<file path="config.mk">
export PLATFORM = sky130hd
export DESIGN_NAME = alu_sequencer
export DESIGN_NICKNAME = d
export VERILOG_FILES = /design/src/rtl/alu_sequencer.sv
export SDC_FILE = /design/constraint.sdc
export NUM_CORES = 1
export LEC_CHECK = 0
export ABC_AREA = 1
export BUFFER_PORTS_ARGS = -buffer_cell sky130_fd_sc_hd__buf_2
export CAP_MARGIN = 20
export CELL_PAD_IN_SITES_DETAIL_PLACEMENT = 1
export CELL_PAD_IN_SITES_GLOBAL_PLACEMENT = 1
export CORE_UTILIZATION = 30
export CTS_BUF_LIST = sky130_fd_sc_hd__clkbuf_8
export DETAILED_ROUTE_END_ITERATION = 12
export HOLD_SLACK_MARGIN = 0.03
export PLACE_DENSITY_LB_ADDON = 0.05
export SKIP_LAST_GASP = 1
export SYNTH_ARGS = -nofsm -noshare
export SYNTH_HDL_FRONTEND = slang
export SYNTH_SLANG_ARGS = --single-unit
</file>
<file path="constraint.sdc">
create_clock -name clock -period 4.3 [get_ports clock]
set_input_delay 0.86 -clock clock [delete_from_list [all_inputs] [get_ports clock]]
set_output_delay 0.86 -clock clock [all_outputs]
set_load 0.01 [all_outputs]
</file>
<file path="src/rtl/alu_sequencer.sv">
// Control FSM that sequences RYin/RZin/register-select strobes for one "op Ra, Rb, Rc" instruction.
// Optional macro ALU_SEQ_STALL_EN adds a stall input that freezes state and all registered outputs.
module alu_sequencer #(
   parameter logic [4:0] MUL_OP = 5'b01110,
   parameter logic [4:0] DIV_OP = 5'b01111
) (
   input  logic        clock,
   input  logic        clear,
   input  logic        start,
   input  logic [3:0]  ra,
   input  logic [3:0]  rb,
   input  logic [3:0]  rc,
   input  logic [4:0]  op_in,
`ifdef ALU_SEQ_STALL_EN
   input  logic        stall,
`endif
   output logic [15:0] Rout,
   output logic [15:0] Rin,
   output logic        RYin,
   output logic        RYout,
   output logic        RZin,
   output logic        RZLOout,
   output logic        RZHIout,
   output logic        HIin,
   output logic        LOin,
   output logic [4:0]  ops,
   output logic        busy,
   output logic        done,
   output logic [2:0]  dbg_state
);

   typedef enum logic [2:0] {
      S_IDLE = 3'd0,
      S_T0   = 3'd1,
      S_T1   = 3'd2,
      S_T2   = 3'd3,
      S_T3   = 3'd4,
      S_DONE = 3'd5
   } state_t;

   state_t      r_state, w_next;
   logic [3:0]  r_ra, r_rb, r_rc;
   logic [4:0]  r_op;
   logic        w_capture, w_adv, w_is64;
   logic [3:0]  w_ra, w_rb, w_rc;
   logic [4:0]  w_op;
   logic [15:0] w_rout, w_rin;
   logic        w_ryin, w_ryout, w_rzin, w_rzlo, w_rzhi, w_hiin, w_loin, w_busy, w_done;
   logic [4:0]  w_ops;

`ifdef ALU_SEQ_STALL_EN
   assign w_adv = ~stall;
`else
   assign w_adv = 1'b1;
`endif

   // Operands seen by the output decode: live inputs on the capture edge, latched copy afterwards.
   assign w_capture = (r_state == S_IDLE) && start;
   assign w_ra      = w_capture ? ra    : r_ra;
   assign w_rb      = w_capture ? rb    : r_rb;
   assign w_rc      = w_capture ? rc    : r_rc;
   assign w_op      = w_capture ? op_in : r_op;
   assign w_is64    = (w_op == MUL_OP) || (w_op == DIV_OP);

   always_comb begin
      w_next = r_state;
      case (r_state)
         S_IDLE:  w_next = start ? S_T0 : S_IDLE;
         S_T0:    w_next = S_T1;
         S_T1:    w_next = S_T2;
         S_T2:    w_next = w_is64 ? S_T3 : S_DONE;
         S_T3:    w_next = S_DONE;
         S_DONE:  w_next = S_IDLE;
         default: w_next = S_IDLE;
      endcase
   end

   // Output decode from the next state so every strobe comes straight off a flop.
   always_comb begin
      w_rout  = 16'h0000;
      w_rin   = 16'h0000;
      w_ryin  = 1'b0;
      w_ryout = 1'b0;
      w_rzin  = 1'b0;
      w_rzlo  = 1'b0;
      w_rzhi  = 1'b0;
      w_hiin  = 1'b0;
      w_loin  = 1'b0;
      w_done  = 1'b0;
      w_busy  = (w_next != S_IDLE);
      w_ops   = (w_next != S_IDLE) ? w_op : 5'b00000;
      case (w_next)
         S_T0: begin
            w_rout = 16'h0001 << w_rb;
            w_ryin = 1'b1;
         end
         S_T1: begin
            w_rout  = 16'h0001 << w_rc;
            w_ryout = 1'b1;
            w_rzin  = 1'b1;
         end
         S_T2: begin
            w_rzlo = 1'b1;
            if (w_is64) w_loin = 1'b1;
            else        w_rin  = 16'h0001 << w_ra;
         end
         S_T3: begin
            w_rzhi = 1'b1;
            w_hiin = 1'b1;
         end
         S_DONE:  w_done = 1'b1;
         default: ;
      endcase
   end

   always_ff @(posedge clock or negedge clear) begin
      if (!clear) begin
         r_state <= S_IDLE;
         r_ra    <= 4'd0;
         r_rb    <= 4'd0;
         r_rc    <= 4'd0;
         r_op    <= 5'd0;
         Rout    <= 16'h0000;
         Rin     <= 16'h0000;
         RYin    <= 1'b0;
         RYout   <= 1'b0;
         RZin    <= 1'b0;
         RZLOout <= 1'b0;
         RZHIout <= 1'b0;
         HIin    <= 1'b0;
         LOin    <= 1'b0;
         ops     <= 5'b00000;
         busy    <= 1'b0;
         done    <= 1'b0;
      end else if (w_adv) begin
         r_state <= w_next;
         r_ra    <= w_ra;
         r_rb    <= w_rb;
         r_rc    <= w_rc;
         r_op    <= w_op;
         Rout    <= w_rout;
         Rin     <= w_rin;
         RYin    <= w_ryin;
         RYout   <= w_ryout;
         RZin    <= w_rzin;
         RZLOout <= w_rzlo;
         RZHIout <= w_rzhi;
         HIin    <= w_hiin;
         LOin    <= w_loin;
         ops     <= w_ops;
         busy    <= w_busy;
         done    <= w_done;
      end
   end

   assign dbg_state = r_state;

endmodule
</file>
==> results.sh, run 1 <==
export IMPL_slew_violations=0
export IMPL_drtIter0Drc=37
export IMPL_fin_skew_ns=0.00721
export IMPL_cp_max_fo=19
export IMPL_stdcell_count=420
export IMPL_setup_tns_ns=0
export IMPL_synth_edf_count=0
export IMPL_synth_cell_type_count=19
export IMPL_total_power_w=0.00219
export IMPL_die_x_um=91.4
export IMPL_drc=0
export IMPL_netlist_top_cell_by_area="dfrtp_1"
export IMPL_p_leak_nw=1.74
export IMPL_drive_gt1_frac=0.355
export IMPL_antenna_found_initial=0
export IMPL_synth_area_leaders="dfrtp_1, nand2_1, nor2_1"
export IMPL_wire_per_inst_um=13.2
export IMPL_ant_nets=0
export IMPL_nFillCells=907
export IMPL_r2r_end="ops[1]"
export IMPL_pin_count=69
export IMPL_rsz0062_at_grt="false"
export IMPL_maxCapViolations=0
export IMPL_ir_drop_mv=0.276
export IMPL_outcome="complete, no violations"
export IMPL_endpoint_kind="flip-flop"
export IMPL_p_seq_frac=0.383
export IMPL_n_antenna_cell=0
export IMPL_ys_flop_type="dfrtp_1"
export IMPL_place_hpwl_mm=3.90
export IMPL_crit_chain="buf_2 -> inv_1 -> nor2_4 -> nand2_4 -> nand2_1 -> nand2_1 -> nor2_1 -> nand2_1 -> nand2_2 -> nand3_2 -> nand2_1 -> inv_1"
export IMPL_io_buffers=68
export IMPL_critPathSlowestCell="nand2_4"
export IMPL_ys_top_cells_by_count="dfrtp_1, nand2_1, nor2_1"
export IMPL_ctsResizeCount=0
export IMPL_grt_pass1_vias=1887
export IMPL_dp_cells=403
export IMPL_fin_nets=333
export IMPL_syn2layout_area_growth_pct=27.5
export IMPL_row_count=32
export IMPL_cp_common_cell="nand2_1"
export IMPL_tightest_slew_ns=0.429
export IMPL_clockBufferDepth=2
export IMPL_switching_power_w=0.000883
export IMPL_slew_headroom=0.713
export IMPL_hold_class="input pin to async pin"
export IMPL_vias=1745
export IMPL_critPathArrivalTime_ns=2.25
export IMPL_reg2reg_slack_ns=2.40
export IMPL_yosysWarnings=0
export IMPL_synthCells=236
export IMPL_htreeDepth=3
export IMPL_ctsHoldBuffers=0
export IMPL_syn_area_um2=2400
export IMPL_period_share=0.468
export IMPL_die_h_um=91.4
export IMPL_synth_top_cell_area_share=0.668
export IMPL_numCtsBuffers=9
export IMPL_p_int_w=0.00131
export IMPL_viasPerCell=4.15
export IMPL_fmax_mhz=497
export IMPL_path_class="input pin to flip-flop"
export IMPL_core_um2=7730
export IMPL_wirelength_mm=5.55
export IMPL_place_congestion=0.720
export IMPL_async_flop_share=1.00
export IMPL_critPathLaunchType="input pin"
export IMPL_worstPathBufferInverterCount=3
export IMPL_clk_latency_ns=0.34
export IMPL_swShare=0.402
export IMPL_dr_pass1_iters=3
export IMPL_finalHoldViolations=0
export IMPL_synth_nets=256
export IMPL_grt_overflow=0
export IMPL_p_comb_frac=0.381
export IMPL_die_area_um2=8350
export IMPL_final_core_util=0.395
export IMPL_grt_max_degree=49
export IMPL_start_util=0.310
export IMPL_grt_pass1_wl_mm=9.35
export IMPL_avgSynthCellArea_um2=10.2
export IMPL_finalSetupViolations=0
export IMPL_ys_ff_latch=64
export IMPL_grtUsageTotal=0.147
export IMPL_reg2reg_depth=10
export IMPL_clkPwrFrac=0.235
export IMPL_postCtsSetupRepairBufs=0
export IMPL_cts_tree="yes"
export IMPL_period_needed_ns=2.01
export IMPL_root_buffer="clkbuf_8"
export IMPL_max_stage_delay_ns=0.17
export IMPL_cp_top_family="simple AND/OR/NAND/NOR gates"
export IMPL_timing_rr_start="dbg_state[0]"
export IMPL_powerDensity_nw_per_um2=718
export IMPL_clkTransAtPathRegs_ns=0.07
export IMPL_ys_seq_area_frac=0.668
export IMPL_cts_sinks=64
export IMPL_cp_required_ns=4.54
power groups by stage:
stage	logic, W	clock network (W)	registers [W]
floorplan	0.000547	0	0.000893
global placement	0.000844	0	0.000849
detailed placement	0.000854	0	0.000853
CTS	0.000858	0.000531	0.000843
global route	0.000961	0.000552	0.000860
finish	0.000837	0.000516	0.000842
final cells by class:
type,instances,area [µm²],share of cell area
Multi-Input combinational cell,143,667,0.218
Sequential cell,64,1600,0.524
Clock buffer,10,138,0.0450
Timing Repair Buffer,70,368,0.120
Clock inverter,6,60.1,0.0197
Inverter,25,93.8,0.0307
Tap cell,102,128,0.0418
cell usage in the layout, fill, tap and decap left out:
| cell type | n |
|---|---|
| nor2_1 | 38 |
| nand3_2 | 4 |
| clkbuf_8 | 10 |
| nand3b_1 | 3 |
| a21oi_2 | 1 |
| nor2_4 | 2 |
| clkinv_2 | 2 |
| nand3_1 | 14 |
| clkinv_4 | 1 |
| nand2_4 | 1 |
| dfrtp_1 | 64 |
| inv_2 | 8 |
| inv_1 | 18 |
| a21oi_1 | 1 |
| nor3_2 | 1 |
| buf_2 | 68 |
| buf_12 | 1 |
| o21ai_2 | 2 |
| nand2_2 | 9 |
| or2_1 | 2 |
| o31ai_1 | 1 |
| nand2_1 | 64 |
| bufinv_16 | 1 |
| buf_4 | 1 |
| clkinvlp_4 | 1 |
worst register-to-register path, delay by kind of cell, from the launching register on:
family                 cells  cell delay [ns]
flip-flops                 1             0.47
buffers and inverters      1             0.04
AND/OR/NAND/NOR            9             1.27
logic make-up after synthesis:
family,Yosys count,synth area share
buffers and inverters,29,0.0533
flip-flops,64,0.668
AND/OR/NAND/NOR,138,0.262
AO/OA/AOI/OAI,5,0.0162
sequential cells by signal, indices dropped and copies added, names as in the netlist:
register   cells
HIin           1
LOin           1
RYin           1
RZLOout        1
RZin           1
Rin           16
Rout          16
busy           1
dbg_state      3
done           1
ops            5
r_op           5
r_ra           4
r_rb           4
r_rc           4
per-layer routing:
layer	GRT usage	up-vias	wire length, µm
met2	0.217	45	2420
met1	0.201	819	2760
li1	-	870	-
met4	0.0754	0	119
met3	0.0360	11	247
met5	0	-	0
metrics by stage:
stage                     setup WS [ns]  area (µm²)  hold WS (ns)
after floorplan                    2.41        2400         0.445
after global placement             1.91        2840         0.461
after detailed placement           1.87        2840         0.463
after CTS                          2.25        3040         0.483
after global routing               2.07        3060         0.437
final                              2.29        3060         0.429
worst max path at each step:
stage | start | endpoint | slack (ns) | depth (start not counted)
floorplan | start | ops[0] | 2.41 | 11
global placement | start | ops[2] | 1.91 | 12
detailed placement | start | ops[1] | 1.87 | 12
CTS | start | ops[1] | 2.25 | 12
global route | start | ops[0] | 2.07 | 12
finish | start | ops[1] | 2.29 | 12
Power figures use the tool's default switching activity.
==> run 2: changes to the inputs <==
- ABC_AREA: 1 -> 0
- clock period: 4.3 -> 1.96 ns (I/O delays scaled with it)
==> results.sh, run 2 <==
export IMPL_regArea_um2=1550
export IMPL_clkTransAtPathRegs_ns=0.07
export IMPL_timing_rr_start="dbg_state[2]"
export IMPL_crit_chain="or4b_4 -> buf_6 -> nor3_1 -> o21ai_1 -> nor2b_1"
export IMPL_root_buffer="clkbuf_8"
export IMPL_grt_max_degree=63
export IMPL_netlist_top_cell_by_area="dfrtp_1"
export IMPL_async_flop_share=1.00
export IMPL_clkPwrFrac=0.247
export IMPL_postCtsSetupRepairBufs=0
export IMPL_cp_top_family="simple AND/OR/NAND/NOR gates"
export IMPL_critPathLaunchType="flip-flop"
export IMPL_top_regs="Rin: 16 flops, Rout: 16 flops"
export IMPL_synth_area_leaders="dfrtp_1, nand2_1, nor2_1"
export IMPL_antenna_found_initial=0
export IMPL_start_util=0.309
export IMPL_finalHoldViolations=0
export IMPL_synth_nets=256
export IMPL_maxCapViolations=0
export IMPL_ys_seq_area_frac=0.611
export IMPL_rsz0062_at_grt="false"
export IMPL_die_h_um=94.0
export IMPL_place_hpwl_mm=4.24
export IMPL_postLayoutCellArea_um2=3190
export IMPL_nFillCells=986
export IMPL_avgSynthCellArea_um2=10.8
export IMPL_tightest_slew_ns=0.421
export IMPL_ant_nets=0
export IMPL_drtIter0Drc=32
export IMPL_core_um2=8220
export IMPL_grtUsageTotal=0.145
export IMPL_endpoint_kind="flip-flop"
export IMPL_fmax_mhz=548
export IMPL_htreeDepth=3
export IMPL_fin_nets=331
export IMPL_slew_headroom=0.719
export IMPL_n_antenna_cell=0
export IMPL_fin_skew_ns=0.00618
export IMPL_dr_pass1_iters=4
export IMPL_path_class="flip-flop to flip-flop"
export IMPL_numCtsBuffers=9
export IMPL_synth_cell_type_count=33
export IMPL_cp_required_ns=2.23
export IMPL_ys_ff_latch=62
export IMPL_outcome="complete, no violations"
export IMPL_final_common_cell="buf_2"
export IMPL_powerDensity_nw_per_um2=1410
export IMPL_viasPerCell=4.50
export IMPL_critPathArrivalTime_ns=2.09
export IMPL_wire_per_inst_um=13.8
export IMPL_placed_area_um2=2980
export IMPL_die_x_um=94.0
export IMPL_grt_pass1_vias=1913
export IMPL_worstPathBufferInverterCount=1
export IMPL_hold_class="input pin to async pin"
export IMPL_total_power_w=0.00450
export IMPL_io_buffers=68
export IMPL_drc=0
export IMPL_r2r_end="Rin[3]"
export IMPL_p_comb_frac=0.351
export IMPL_synth_top_cell_area_share=0.611
export IMPL_reg2reg_slack_ns=0.14
export IMPL_yosysWarnings=0
export IMPL_die_area_um2=8840
export IMPL_p_seq_frac=0.403
export IMPL_period_share=0.931
export IMPL_vias=1894
export IMPL_swShare=0.359
export IMPL_cp_max_fo=20
export IMPL_clk_latency_ns=0.33
export IMPL_cts_tree="yes"
export IMPL_synthCells=236
export IMPL_final_cell_mix="buf_2, dfrtp_1, nand2_1"
export IMPL_period_needed_ns=1.82
export IMPL_pin_count=69
export IMPL_multi_input_area_um2=863
export IMPL_final_core_util=0.388
export IMPL_synth_edf_count=0
export IMPL_wirelength_mm=5.81
export IMPL_drive_gt1_frac=0.335
export IMPL_ctsHoldBuffers=0
export IMPL_slew_violations=0
export IMPL_reg2reg_depth=5
export IMPL_critPathSlowestCell="or4b_4"
export IMPL_grt_pass1_wl_mm=9.56
export IMPL_place_congestion=0.707
export IMPL_ys_flop_type="dfrtp_1"
export IMPL_switching_power_w=0.00162
export IMPL_finalSetupViolations=0
export IMPL_setup_tns_ns=0
export IMPL_synth_most_common_cell="dfrtp_1"
export IMPL_syn2layout_area_growth_pct=25.4
export IMPL_syn_area_um2=2540
export IMPL_ir_drop_mv=0.552
export IMPL_ys_top_cells_by_count="dfrtp_1, nand2_1, nor2_1"
export IMPL_row_count=33
export IMPL_p_int_w=0.00288
export IMPL_grt_overflow=0
export IMPL_max_stage_delay_ns=0.64
export IMPL_cts_sinks=62
export IMPL_clockBufferDepth=2
export IMPL_p_leak_nw=1.72
run 2: per-layer routing:
metal / routed length [µm] / vias up / global-route usage
met5: 0 / - / 0
met4: 53 / 0 / 0.0500
met3: 302 / 4 / 0.0445
met2: 2660 / 51 / 0.223
met1: 2790 / 914 / 0.194
li1: - / 925 / -
run 2: cell type report:
cell class | count | share of cell area
Multi-Input combinational cell | 157 | 0.271
Inverter | 5 | 0.00746
Tap cell | 105 | 0.0412
Timing Repair Buffer | 76 | 0.131
Clock buffer | 10 | 0.0432
Sequential cell | 62 | 0.487
Clock inverter | 6 | 0.0192
run 2: logic make-up after synthesis:
kind of cell | synth area share
simple gates | 0.235
flops | 0.611
buf+inv | 0.0493
compound gates | 0.0483
mux | 0.0567
run 2: timing repair:
action,CTS,global route
resized for setup,0,1
endpoints found under the hold margin,0,0
endpoints found under the setup margin,0,2
run 2: worst max-delay path by stage:
stage | slack (ns) | depth (start not counted) | startpoint | to
floorplan | 0.16 | 6 | dbg_state[2] | Rout[11]
global placement | 0.13 | 5 | start | Rin[11]
detailed placement | 0.09 | 5 | start | Rout[9]
CTS | 0.07 | 5 | dbg_state[2] | Rin[3]
global route | 0.01 | 4 | dbg_state[0] | Rout[9]
finish | 0.14 | 5 | dbg_state[2] | Rin[3]
run 2: power groups by stage:
stage	clock network (W)	logic, W	registers (W)
2_1_floorplan	0	0.00107	0.00187
6_report	0.00111	0.00158	0.00181
3_5_place_dp	0	0.00162	0.00183
3_3_place_gp	0	0.00161	0.00182
5_1_grt	0.00121	0.00178	0.00186
4_1_cts	0.00115	0.00162	0.00182
run 2: stage by stage:
step | hold slack, ns | cells | setup slack, ns
after global placement | 0.434 | 405 | 0.126
after CTS | 0.0654 | 421 | 0.0666
after detailed placement | 0.434 | 405 | 0.0913
after global routing | 0.0730 | 421 | 0.0137
after floorplan | 0.0964 | 236 | 0.160
final | 0.0570 | 421 | 0.135
==> run 3: changes to the inputs <==
- CORE_UTILIZATION: 30 -> 41
==> results.sh, run 3 (synthesized netlist as in run 2, its figures left out) <==
export IMPL_clockBufferDepth=2
export IMPL_place_congestion=0.776
export IMPL_syn2layout_area_growth_pct=24.3
export IMPL_max_stage_delay_ns=0.68
export IMPL_rsz0062_at_grt="false"
export IMPL_tightest_slew_ns=0.444
export IMPL_cts_sinks=62
export IMPL_grt_pass1_wl_mm=9.27
export IMPL_place_hpwl_mm=4.14
export IMPL_fin_skew_ns=0.00703
export IMPL_p_comb_frac=0.341
export IMPL_period_needed_ns=1.82
export IMPL_critPathLaunchType="flip-flop"
export IMPL_ant_nets=0
export IMPL_endpoint_kind="flip-flop"
export IMPL_pin_count=69
export IMPL_finalSetupViolations=0
export IMPL_path_class="flip-flop to flip-flop"
export IMPL_clkPwrFrac=0.264
export IMPL_n_antenna_cell=0
export IMPL_clk_latency_ns=0.33
export IMPL_htreeDepth=3
export IMPL_start_util=0.426
export IMPL_outcome="complete, no violations"
export IMPL_swShare=0.350
export IMPL_nFillCells=720
export IMPL_numCtsBuffers=9
export IMPL_p_int_w=0.00298
export IMPL_hold_class="input pin to async pin"
export IMPL_critPathSlowestCell="or3b_2"
export IMPL_crit_chain="or3b_2 -> mux2i_1 -> mux2_2 -> nor2_1"
export IMPL_period_share=0.927
export IMPL_ctsHoldBuffers=0
export IMPL_die_h_um=80.7
export IMPL_grtUsageTotal=0.194
export IMPL_regArea_um2=1550
export IMPL_dr_pass1_iters=4
export IMPL_viasPerCell=4.84
export IMPL_grt_overflow=0
export IMPL_clkTransAtPathRegs_ns=0.07
export IMPL_drtIter0Drc=79
export IMPL_vias=1889
export IMPL_postLayoutCellArea_um2=3160
export IMPL_finalHoldViolations=0
export IMPL_io_buffers=68
export IMPL_fmax_mhz=551
export IMPL_switching_power_w=0.00160
export IMPL_row_count=28
export IMPL_critPathArrivalTime_ns=2.07
export IMPL_core_um2=5960
export IMPL_die_area_um2=6510
export IMPL_ir_drop_mv=0.663
export IMPL_die_x_um=80.7
export IMPL_slew_violations=0
export IMPL_multi_input_area_um2=867
export IMPL_slew_headroom=0.704
export IMPL_grt_max_degree=63
export IMPL_p_seq_frac=0.395
export IMPL_top_regs="Rin: 16 flops, Rout: 16 flops"
export IMPL_cp_max_fo=13
export IMPL_timing_rr_start="dbg_state[2]"
export IMPL_p_leak_nw=1.73
export IMPL_final_cell_mix="buf_2, dfrtp_1, nand2_1"
export IMPL_placed_area_um2=2940
export IMPL_root_buffer="clkbuf_8"
export IMPL_drc=0
export IMPL_fin_nets=330
export IMPL_final_common_cell="buf_2"
export IMPL_grt_pass1_vias=1873
export IMPL_wirelength_mm=5.75
export IMPL_cts_tree="yes"
export IMPL_setup_tns_ns=0
export IMPL_powerDensity_nw_per_um2=1450
export IMPL_antenna_found_initial=0
export IMPL_maxCapViolations=0
export IMPL_drive_gt1_frac=0.330
export IMPL_crit_start="dbg_state[2]"
export IMPL_cp_required_ns=2.22
export IMPL_wire_per_inst_um=14.7
-- run 3: cell types whose count changed in the layout (fill, tap and decap cells not counted) --
cell,delta
buf_6,-1
clkinvlp_4,-1
bufinv_16,+1
o21ai_2,+1
inv_1,+2
clkinv_4,-1
o21ai_1,-1
clkinv_2,-1
-- run 3: worst paths after layout --
path                            endpoint  slack [ns]  cells after the start
worst max-delay path             Rout[4]        0.14                      4
worst min register to register   r_op[0]        0.48                      2
worst min-delay path             Rout[1]        0.06                      2
max in group asynchronous        r_rb[1]        1.62                      2
worst max register to register   Rout[4]        0.14                      4
min in group clock               r_ra[2]        0.27                      3
-- run 3: per-layer routing --
metal  GRT usage  share of wire
met2       0.312           0.47
met3      0.0409          0.052
met5           0              0
met4      0.0911          0.018
met1       0.251           0.46
-- run 3: area by class of cell --
cell class                      instances  share of cell area
Clock inverter                          6              0.0246
Inverter                                5             0.00753
Tap cell                               75              0.0297
Timing Repair Buffer                   75               0.128
Multi-Input combinational cell        157               0.275
Sequential cell                        62               0.491
Clock buffer                           10              0.0436
-- run 3: repair_timing --
item	in CTS	in global routing
setup buffers	0	0
resized for setup	0	1
endpoints found under the hold margin	0	0
setup endpoints to repair	0	3
-- run 3: worst max-delay path, delay by kind of cell, from the launching register on --
family        cells  cell delay [ns]
simple gates      2             0.82
flops             1             0.42
mux               2             0.50
-- run 3: per-stage QoR --
stage	hold slack, ns	power [W]	util	worst slack [ns]	cells
global route	0.0836	0.00489	0.530	0.00352	390
CTS	0.0752	0.00465	0.529	0.119	390
floorplan	0.0964	0.00294	-	0.160	236
detailed placement	0.438	0.00340	0.493	0.138	374
finish	0.0561	0.00458	0.530	0.144	390
global placement	0.428	0.00335	0.493	0.149	374
-- run 3: power by group through the flow --
stage	Clock, W	Sequential (W)	Combinational [W]
2_1_floorplan	0	0.00187	0.00107
3_3_place_gp	0	0.00182	0.00154
3_5_place_dp	0	0.00183	0.00157
4_1_cts	0.00124	0.00181	0.00159
5_1_grt	0.00129	0.00185	0.00175
6_report	0.00121	0.00181	0.00156
